===== src/rtl/eth_tx_frame_arbiter.sv =====
// eth_tx_frame_arbiter: frame-atomic round-robin merge of NUM_PORTS AXI-Stream requesters with stall abort.
// ETH_TX_ARB_STRICT_PRIO_EN selects fixed lowest-index-first priority instead of round-robin.
module eth_tx_frame_arbiter #(
  parameter int NUM_PORTS     = 4,
  parameter int STALL_TIMEOUT = 1024
) (
  input  logic                    clk,
  input  logic                    rst,
  input  logic [NUM_PORTS-1:0]    s_tvalid,
  output logic [NUM_PORTS-1:0]    s_tready,
  input  logic [32*NUM_PORTS-1:0] s_tdata,
  input  logic [4*NUM_PORTS-1:0]  s_tkeep,
  input  logic [NUM_PORTS-1:0]    s_tlast,
  output logic                    m_tvalid,
  input  logic                    m_tready,
  output logic [31:0]             m_tdata,
  output logic [3:0]              m_tkeep,
  output logic                    m_tlast,
  output logic                    m_tuser,
  output logic [NUM_PORTS-1:0]    grant,
  output logic [15:0]             frame_count,
  output logic [15:0]             abort_count
);
  localparam int IW = $clog2(NUM_PORTS);
  localparam int SW = STALL_TIMEOUT > 1 ? $clog2(STALL_TIMEOUT) : 1;
  localparam logic [SW-1:0] LIM = SW'(STALL_TIMEOUT > 0 ? STALL_TIMEOUT - 1 : 0);
  typedef enum logic [1:0] {IDLE, ACTIVE, ABORT, DISCARD} state_t;
  state_t               state_q;
  logic [NUM_PORTS-1:0] grant_q;
  logic [IW-1:0]        gidx_q, win;
  logic [SW-1:0]        stall_q;
  logic [15:0]          frame_q, abort_q;
  logic                 gv, gl;
  assign gv          = s_tvalid[gidx_q];
  assign gl          = s_tlast[gidx_q];
  assign grant       = grant_q;
  assign frame_count = frame_q;
  assign abort_count = abort_q;
`ifdef ETH_TX_ARB_STRICT_PRIO_EN
  always_comb begin
    win = '0;
    for (int i = NUM_PORTS - 1; i >= 0; i--) if (s_tvalid[IW'(i)]) win = IW'(i);
  end
`else
  logic [IW-1:0] last_q;
  // Walk offsets from farthest to nearest so the nearest valid port after last_q wins.
  always_comb begin
    int t;
    win = last_q;
    t   = 0;
    for (int k = NUM_PORTS; k >= 1; k--) begin
      t = int'(last_q) + k;
      if (t >= NUM_PORTS) t -= NUM_PORTS;
      if (s_tvalid[IW'(t)]) win = IW'(t);
    end
  end
`endif
  always_comb begin
    m_tvalid = state_q == ACTIVE ? gv : state_q == ABORT;
    m_tlast  = state_q == ACTIVE ? gl : state_q == ABORT;
    m_tuser  = state_q == ABORT;
    m_tdata  = state_q == ACTIVE ? s_tdata[32*gidx_q +: 32] : '0;
    m_tkeep  = state_q == ACTIVE ? s_tkeep[4*gidx_q +: 4] : '0;
    s_tready = state_q == ACTIVE ? grant_q & {NUM_PORTS{m_tready}} : state_q == DISCARD ? grant_q : '0;
  end
  always_ff @(posedge clk) begin
    if (rst) begin
      state_q <= IDLE;
      grant_q <= '0;
      gidx_q  <= '0;
      stall_q <= '0;
      frame_q <= '0;
      abort_q <= '0;
`ifndef ETH_TX_ARB_STRICT_PRIO_EN
      last_q  <= IW'(NUM_PORTS - 1);
`endif
    end else begin
      case (state_q)
        IDLE: if (|s_tvalid) begin
          state_q <= ACTIVE;
          gidx_q  <= win;
          grant_q <= NUM_PORTS'(1) << win;
          stall_q <= '0;
`ifndef ETH_TX_ARB_STRICT_PRIO_EN
          last_q  <= win;
`endif
        end
        ACTIVE: if (gv && m_tready && gl) begin
          state_q <= IDLE;
          grant_q <= '0;
          stall_q <= '0;
          frame_q <= frame_q + 16'd1;
        end else if (gv) begin
          stall_q <= '0;
        end else if (STALL_TIMEOUT != 0) begin
          if (stall_q == LIM) begin
            state_q <= ABORT;
            stall_q <= '0;
          end else begin
            stall_q <= stall_q + 1'b1;
          end
        end
        ABORT: if (m_tready) begin
          state_q <= DISCARD;
          abort_q <= abort_q + 16'd1;
        end
        DISCARD: if (gv && gl) begin
          state_q <= IDLE;
          grant_q <= '0;
        end
        default: state_q <= IDLE;
      endcase
    end
  end
endmodule


===== config.mk =====
export PLATFORM = sky130hd
export DESIGN_NAME = eth_tx_frame_arbiter
export DESIGN_NICKNAME = d
export VERILOG_FILES = /design/src/rtl/eth_tx_frame_arbiter.sv
export SDC_FILE = /design/constraint.sdc
export NUM_CORES = 1
export LEC_CHECK = 0
export ABC_CLOCK_PERIOD_IN_PS = 2450
export CAP_MARGIN = 30
export CORE_AREA = 2 2 91 93
export DETAILED_ROUTE_END_ITERATION = 6
export DIE_AREA = 0 0 93 95
export DONT_BUFFER_PORTS = 1
export MAX_ROUTING_LAYER = met4
export PLACE_DENSITY_LB_ADDON = 0.05
export SYNTH_ARGS = -nofsm -noshare
export SYNTH_HDL_FRONTEND = slang
export SYNTH_SLANG_ARGS = --single-unit

===== constraint.sdc =====
create_clock -name clk -period 2.45 [get_ports clk]
set_input_delay 0.1225 -clock clk [delete_from_list [all_inputs] [get_ports clk]]
set_output_delay 0.1225 -clock clk [all_outputs]
set_load 0.05 [all_outputs]

## Yosys cells after proc, flatten, opt, wreduce, memory -nomap -nowiden

Index checks and enable logic that the tools add are counted.

- Order comparisons: 9
- Muxes and demuxes: 46
- Eq/ne operators: 10
- Bitwise gates (word level): 1
- Add/sub/neg operators: 11
- Reductions and logical operators: 13
- Shift-type cells: 3

Operators with widths:

| operator | count |
|---|---|
| 128-bit by 8-bit variable part select with 32-bit output | 1 |
| 10-bit two-way mux | 4 |
| 16-bit by 1-bit adder with 16-bit output, second input constant | 2 |
| 32-bit two-way mux | 1 |
| 2-bit two-way mux | 14 |
| 4-bit two-way mux | 6 |
| 10-bit case mux with 2 select lines | 1 |
| 2-bit by 4-bit less-than comparator with 1-bit output, second input constant | 4 |
| 16-bit by 5-bit variable part select with 4-bit output | 1 |
| 1-bit binary-select mux with 2-bit select | 6 |
| 1-bit two-way mux | 12 |
| 4-bit case mux with 3 select lines | 1 |
| 10-bit by 1-bit adder with 10-bit output, second input constant | 1 |
| 10-bit equality test, second input constant | 1 |
| 3-bit >= comparator, second input constant | 3 |
| 2-bit case mux with 4 select lines | 1 |
| 2-bit AND reduction | 4 |
| 2-bit by 1-bit subtractor with 2-bit output, second input constant | 4 |
| 2-bit by 2-bit adder with 3-bit output, second input constant | 2 |
| 5-bit AND reduction | 1 |
| 2-bit by 3-bit adder with 4-bit output, second input constant | 1 |
| 4-bit AND | 1 |
| 2-bit equality test, second input constant | 2 |
| 4-bit by 3-bit >= comparator with 1-bit output, second input constant | 1 |
| 14 further kinds | 18 |

- Output and inout port bits: 79
- Input port bits: 155
- Word-level logic and storage cells: 100
- Register bits after elaboration: 52

## Depth between registers and ports, before layout

Gate-level depths: netlist of run 1.

- Depth after elaboration: 13
- Gate-level depth with buffers: 5
- Gate-level depth less buffers: 5

## Worst setup path before layout of run 1

Ideal clock, no wire load.

- Path kind: flip-flop to flip-flop
- Start: register abort_q[0], in the netlist abort_count[0]
- End: register abort_q[14], in the netlist abort_count[14]
- Period minus slack after synthesis: 2.049 ns
- Path slack: 0.401 ns
- Buffers on the path: 0
- Arrival time: 1.929 ns
- Stages on the path, launching flop included: 6
- Setup time: 0.121 ns
- Data required time: 2.329 ns
- Cells stage by stage: dfxtp_1 -> ha_1 -> nand4b_1 -> nor4_1 -> nand4_1 -> mux2_2

- Word-level cells in the longest chain between the ends: 1

Ends and longest elaborated chain:

| what | RTL line | source |
|---|---|---|
| start, declared | 32 | `logic [15:0] frame_q, abort_q;` |
| start signal, assigned | 105 | `abort_q <= abort_q + 16'd1;` |
| 16-bit by 1-bit adder with 16-bit output | 105 |  |

Every way passes these cells.
A chain may end at the register's enable or synchronous reset.

## Final worst setup path of run 1

- Start: register state_q[0]
- End: output port m_tdata[3]

- Word-level cells in the longest chain between the ends: 2

Ends and longest elaborated chain:

| what | RTL line | source |
|---|---|---|
| start, declared | 28 | `state_t state_q;` |
| start signal, assigned | 68 | `state_q <= IDLE;` |
| start signal, assigned | 80 | `state_q <= ACTIVE;` |
| start signal, assigned | 89 | `state_q <= IDLE;` |
| 2-bit by 1-bit equality test with 1-bit output | 62 | `m_tdata = state_q == ACTIVE ? s_tdata[32*gidx_q +: 32] : '0;` |
| 32-bit two-way mux | 62 |  |
| end, declared | 16 | `output logic [31:0] m_tdata,` |

Every way passes these cells.

==> impl_results.md, run 1 <==
- Status: finished clean
- Final nets: 570
- Required @ worst endpoint: ~2.3 ns
- Critical path capture point type: output pin
- Cts bufs inserted: 5
- Total number of vias: 3341
- Clock tree sinks: 52
- FF-to-FF setup slack: 0.49 ns
- Die Area: slightly below 9000 um2
- Grt total ovfl: 0
- Final RePlAce weighted congestion: 0.8500
- TritonCTS clock tree: yes
- Ratio of final minimum period to clock period: between 90% and 100%
- Area grow syn2layout: 12.94%
- Final non-filler cell total: 533
- DRT Wirelength: 12.31 mm
- Max Clk Rate: 0.4477 GHz
- Syn Nets: 550
- Number of global-route vias before repair: 3175
- Die Ht: 95 um
- Setup tns final: 0 ns
- H-tree Lvls: 2
- Synth Register Bits: 52
- Pwr dens: 521.6 nW/um2
- CP Class: reg -> out
- Pleak: around 1.4 nW
- Synth warn: 0
- First-pass GRT wire length: about 18 mm
- GRT Overall Usage: between 20 and 30%
- Max Slew Vio Count: 0
- Mapped cell area: 3712 um2
- RSZ-0062 raised after global routing: false
- Port bufs: 0
- Final min period: 2.233 ns
- Pre-antenna DRT Iters: 4
- Wire per inst: approximately 23 um
- PostCTS Resize Cnt: 0
- Initial antenna violation count: 15
- DRT iter0 DRCs: ~160
- Clock Pin Slew Worst Setup and Hold Paths: 0.10 ns
- CTS Buffer Depth: 2
- Startpoint types: flop
- Row cnt: 33
- Most frequent cells in the layout: dfxtp_1, and2_1, mux4_2
- Fin Clk Skew: between 0.01 and 0.015 ns
- Synthesized area per cell: 9.470 um2
- Crit path DAT: about 2.1 ns
- Core Box Area: 7928 um2
- Hold Path Class: in -> reg
- Synth Instances: about 400
- Top FF cell, synth: dfxtp_1
- I/O pins: 234
- Endpoints failing setup: 0
- Largest net degree at the start of global routing: 38
- CTS Root Cell: clkbuf_8
- Post-DP HPWL: 9.622 mm
- Synth cell types: 47
- Vias/cell: between 6 and 7
- Dpl cells: 508
- Post-CTS setup buffers: 0
- ANT nets after route: 0
- Worst-margin pin slew: around 0.68 ns
- Post-synth EDFFs: 0
- Filler cell count: approximately 760
- Hold Vio Cnt, Final: 0
- Latest clock arrival within the worst-skew pair: 0.32 ns
- Die X: 93 um
- VDD IR max: 296.9 uV
- Fraction of layout cells with a size suffix above 1: 22.28%
- Hold_buf cts: 2
- CP Max Fanout: 23
- Most common cell after layout, fill and taps aside: dfxtp_1
- Synth async-reset ratio: 0%
- Rel. slew slack: 54.74%
- Max-cap viol count: 0
- Initial Util: between 40 and 50%
- Part of the Yosys area used for sequential elements: between 20% and 30%
- DRC Markers: 0
worst paths after layout:
check                                 from        endpoint  cells after the start
worst min register to register  stall_q[4]      stall_q[4]                      2
worst max register to register   gidx_q[1]      stall_q[2]                      4
worst max-delay path            state_q[0]      m_tdata[3]                      4
worst min-delay path              m_tready  abort_count[1]                      3
worst max-delay path, stage by stage (launching register included):
cell and delay [ns]:
dfxtp_1 0.52, nor2b_2 0.30, buf_4 0.23, buf_4 0.25, and2_1 0.49
cell families (layout without fill, tap and decap cells):
kind of cell	Yosys count	in the layout	synth area share (%)
AO/OA/AOI/OAI	70	70	12.17
XOR/XNOR	13	13	3.067
adder cells (fa/ha/maj)	3	3	1.011
buffers and inverters	27	48	2.966
flip-flops	52	52	28.04
multiplexers	42	42	24.20
other	0	15	0
AND/OR/NAND/NOR	185	185	28.55
flip-flops by register name (all words and copies together) (netlist names), named ones only:
register and cells:
abort_count 16, frame_count 16, stall_q 10, grant 4, gidx_q 2, last_q 2
state_q 1
synth_stat cells (4+ instances only):
cell type / n / area, um2
o31ai_1: 10 / 75.07
or3_1: 8 / 50.05
a32o_1: 4 / 40.04
dfxtp_1: 52 / 1041
nand4_1: 10 / 62.56
and2_1: 44 / 275.3
nor2_1: 22 / 82.58
mux4_2: 38 / 855.8
xnor2_1: 4 / 35.03
inv_1: 4 / 15.01
clkbuf_1: 12 / 45.04
or4_1: 16 / 120.1
nand3_1: 16 / 80.08
and3_1: 6 / 37.54
xor2_1: 9 / 78.83
a21oi_1: 25 / 125.1
nor2b_1: 4 / 25.02
nor4_1: 7 / 43.79
nand2_1: 26 / 97.59
buf_1: 4 / 15.01
buf_2: 7 / 35.03
o21ai_0: 14 / 70.07
nor3_1: 8 / 40.04
nand2b_1: 5 / 31.28
stage by stage:
stage	setup slack [ns]	hold slack (ns)	total power [mW]	area, um2	utilization (%)
3_5_place_dp	0.5003	0.1987	1.663	4034	50.88
6_report	0.2166	0.01569	2.187	4193	52.89
2_1_floorplan	0.4006	0.2964	1.567	3712	-
4_1_cts	0.2368	0.01127	2.195	4155	52.41
5_1_grt	0.05938	0.009134	2.280	4193	52.89
3_3_place_gp	0.5190	0.1971	1.658	4034	50.88
metal layers:
layer / vias up / GRT usage (%) / share of wire, %
met3: 15 / 10.61 / 9.2
met1: 1593 / 32.45 / 40
li1: 1572 / - / -
met2: 161 / 41.00 / 49
met5: - / - / 0
met4: 0 / 15.32 / 2.3
cell type report:
class                      count  area, um2  area share (%)
clock inverter                 3      22.52          0.5372
tap                          105      131.4           3.133
inverter                       4      15.01          0.3581
antenna                       15      37.54          0.8953
sequential                    52       1044           24.89
multi-input combinational    313       2564           61.15
timing repair buffer          36      310.3           7.401
clock buffer                   5      68.82           1.641
report_power, final:
| part | total (mW) | leakage, nW | internal (mW) | switching (mW) |
|---|---|---|---|---|
| Clock | 0.529 | 0.0486 | 0.206 | 0.323 |
| Sequential | 0.908 | 0.421 | 0.863 | 0.0450 |
| Combinational | 0.750 | 0.939 | 0.258 | 0.492 |
| Total | 2.19 | 1.41 | 1.33 | 0.860 |
Power figures use the tool's default switching activity.
==> run 2: changes to the inputs <==
- REMOVE_ABC_BUFFERS: default -> 1
==> impl_results.md, run 2 (synthesized netlist as in run 1, its figures left out) <==
- Max-cap viol count: 0 (unchanged)
- Die Area: 8835 um2 (unchanged)
- CP Cell Sequence: buf_4 -> mux4_2 -> and2_1
- Core Box Area: 7928 um2 (unchanged)
- CP max stage delay: 0.59 ns (+0.07 ns)
- Total number of vias: 3382 (+1.2%)
- Row cnt: 33 (unchanged)
- Die X: 93 um (unchanged)
- Pleak: 1.400 nW (-0.60%)
- Port bufs: 0 (unchanged)
- Startpoint types: flop
- PostCTS Resize Cnt: 0 (unchanged)
- Rel. slew slack: 48.08% (-6.7 points)
- Area of the multi-input gates: 2564 um2 (unchanged)
- Ratio of final minimum period to clock period: 89.26% (-1.9 points)
- Final RePlAce weighted congestion: 0.9463 (+11%)
- Status: finished clean
- Final nets: 568 (-0.35%)
- Vias/cell: 6.442 (+2.8%)
- Crit path DAT: 2.06 ns (-0.05 ns)
- Clock Pin Slew Worst Setup and Hold Paths: 0.10 ns (about the same)
- Area grow syn2layout: 11.90%
- Critical path capture point type: output pin
- GRT Overall Usage: 28.46% (+0.76 points)
- DRT iter0 DRCs: 144 (-9.4%)
- RSZ-0062 raised after global routing: false
- Pre-antenna DRT Iters: 4 (unchanged)
- Endpoints failing setup: 0 (unchanged)
- Pwr dens: 538.8 nW/um2 (+3.3%)
- CP Max Fanout: 24 (+4.3%)
- Die Ht: 95 um (unchanged)
- Worst-margin pin slew: 0.7716 ns (+0.09373 ns)
- Filler cell count: 760 (+0.13%)
- Sequential cell area: 1044 um2 (unchanged)
- DRT Wirelength: 12.65 mm (+2.7%)
- Clock tree sinks: 52 (unchanged)
- Post-DP HPWL: 9.868 mm (+2.6%)
- Max Slew Vio Count: 0 (unchanged)
- ANT nets after route: 0 (unchanged)
- I/O pins: 234 (unchanged)
- Most frequent cells in the layout: dfxtp_1, and2_1, mux4_2
- CTS Buffer Depth: 2 (unchanged)
- H-tree Lvls: 2 (unchanged)
- CTS Root Cell: clkbuf_8
- Post-Place Cell Area: 3994 um2 (-0.99%)
- Hold Path Class: in -> reg
- Dpl cells: 506 (-0.39%)
- Initial Util: 46.83% (unchanged)
- Cts bufs inserted: 5 (unchanged)
- Finished Cell Area: 4154 um2 (-0.93%)
- Wire per inst: 24.09 um (+4.3%)
- Fin Clk Skew: 0.01057 ns (-0.001335 ns)
- Largest net degree at the start of global routing: 38 (unchanged)
- VDD IR max: 284.4 uV (-4.2%)
- Final min period: 2.187 ns (-0.04666 ns)
- Most common cell after layout, fill and taps aside: dfxtp_1
- Hold Vio Cnt, Final: 0 (unchanged)
- TritonCTS clock tree: yes
- First-pass GRT wire length: 18.46 mm (+4.0%)
- CP Class: reg -> out
- Latest clock arrival within the worst-skew pair: 0.31 ns (about the same)
- CP max-delay cell: mux4_2
- Required @ worst endpoint: 2.33 ns (about the same)
- Final non-filler cell total: 525 (-1.5%)
- Initial antenna violation count: 9 (-6)
- Grt total ovfl: 0 (unchanged)
- DRC Markers: 0 (unchanged)
- Fraction of layout cells with a size suffix above 1: 21.65% (-0.62 points)
- Max Clk Rate: 0.4573 GHz (+2.1%)
- Number of global-route vias before repair: 3189 (+0.44%)
[run 2: changes by cell type in the layout (fill, tap and decap cells not counted), sizes merged]
| cell | change |
|---|---|
| bufinv | +1 |
| diode | -6 |
| inv | -1 |
| clkbuf | +1 |
| clkinv | -1 |
| buf | -2 |
[run 2: cell type report]
type,count,share of cell area [%]
multi-input cells,313,61.72
flip-flops and latches,52,25.12
repair buffers,34,6.506
well taps,105,3.163
clock buffers,6,1.747
clock inverters,2,0.8434
diodes,9,0.5422
inverters,4,0.3614
[run 2: critical path: cells and delay by family (launching register included)]
family | cells | cell delay (ns)
flip-flops | 1 | 0.39
multiplexers | 1 | 0.59
buffers and inverters | 1 | 0.41
AND/OR/NAND/NOR | 1 | 0.35
[run 2: per-stage QoR]
| stage | worst slack (ns) | power [mW] | setup TNS (ns) | hold slack, ns | utilization, % |
|---|---|---|---|---|---|
| CTS | 0.2259 | 2.251 | 0 | 0.01891 | 52.11 |
| global placement | 0.4397 | 1.633 | 0 | 0.1990 | 50.38 |
| global route | 0.1341 | 2.318 | 0 | 0.03305 | 52.40 |
| floorplan | -0.9946 | 1.548 | -34.17 | 0.1916 | - |
| detailed placement | 0.3742 | 1.639 | 0 | 0.1985 | 50.38 |
| finish | 0.2632 | 2.238 | 0 | 0.03065 | 52.40 |
[run 2: report_power, final]
| part | internal (mW) | switching, mW | leakage, nW |
|---|---|---|---|
| combinational | 0.245 | 0.481 | 0.924 |
| clock | 0.304 | 0.301 | 0.0552 |
| sequential | 0.863 | 0.0445 | 0.421 |
[run 2: final timing paths]
| check | from | end | slack (ns) | cells past startpoint |
|---|---|---|---|---|
| worst max register to register | gidx_q[1] | frame_count[8] | 0.36 | 5 |
| worst min register to register | stall_q[4] | stall_q[4] | 0.51 | 2 |
| worst max-delay path | gidx_q[0] | m_tdata[28] | 0.26 | 3 |
| worst min-delay path | rst | stall_q[2] | 0.03 | 2 |
[run 2: what timing repair did]
item / CTS / global route
setup endpoints to repair: 0 / 0
endpoints found under the hold margin: 37 / 0
buffers inserted: 0 / 0
hold buffers: 2 / 0
[run 2: metal layers]
| metal | global-route usage [%] | vias up | part of all wire (%) |
|---|---|---|---|
| met4 | 11.52 | 0 | 2.3 |
| met5 | - | - | 0 |
| li1 | - | 1567 | - |
| met2 | 45.53 | 193 | 49 |
| met3 | 11.49 | 17 | 12 |
| met1 | 31.89 | 1605 | 37 |
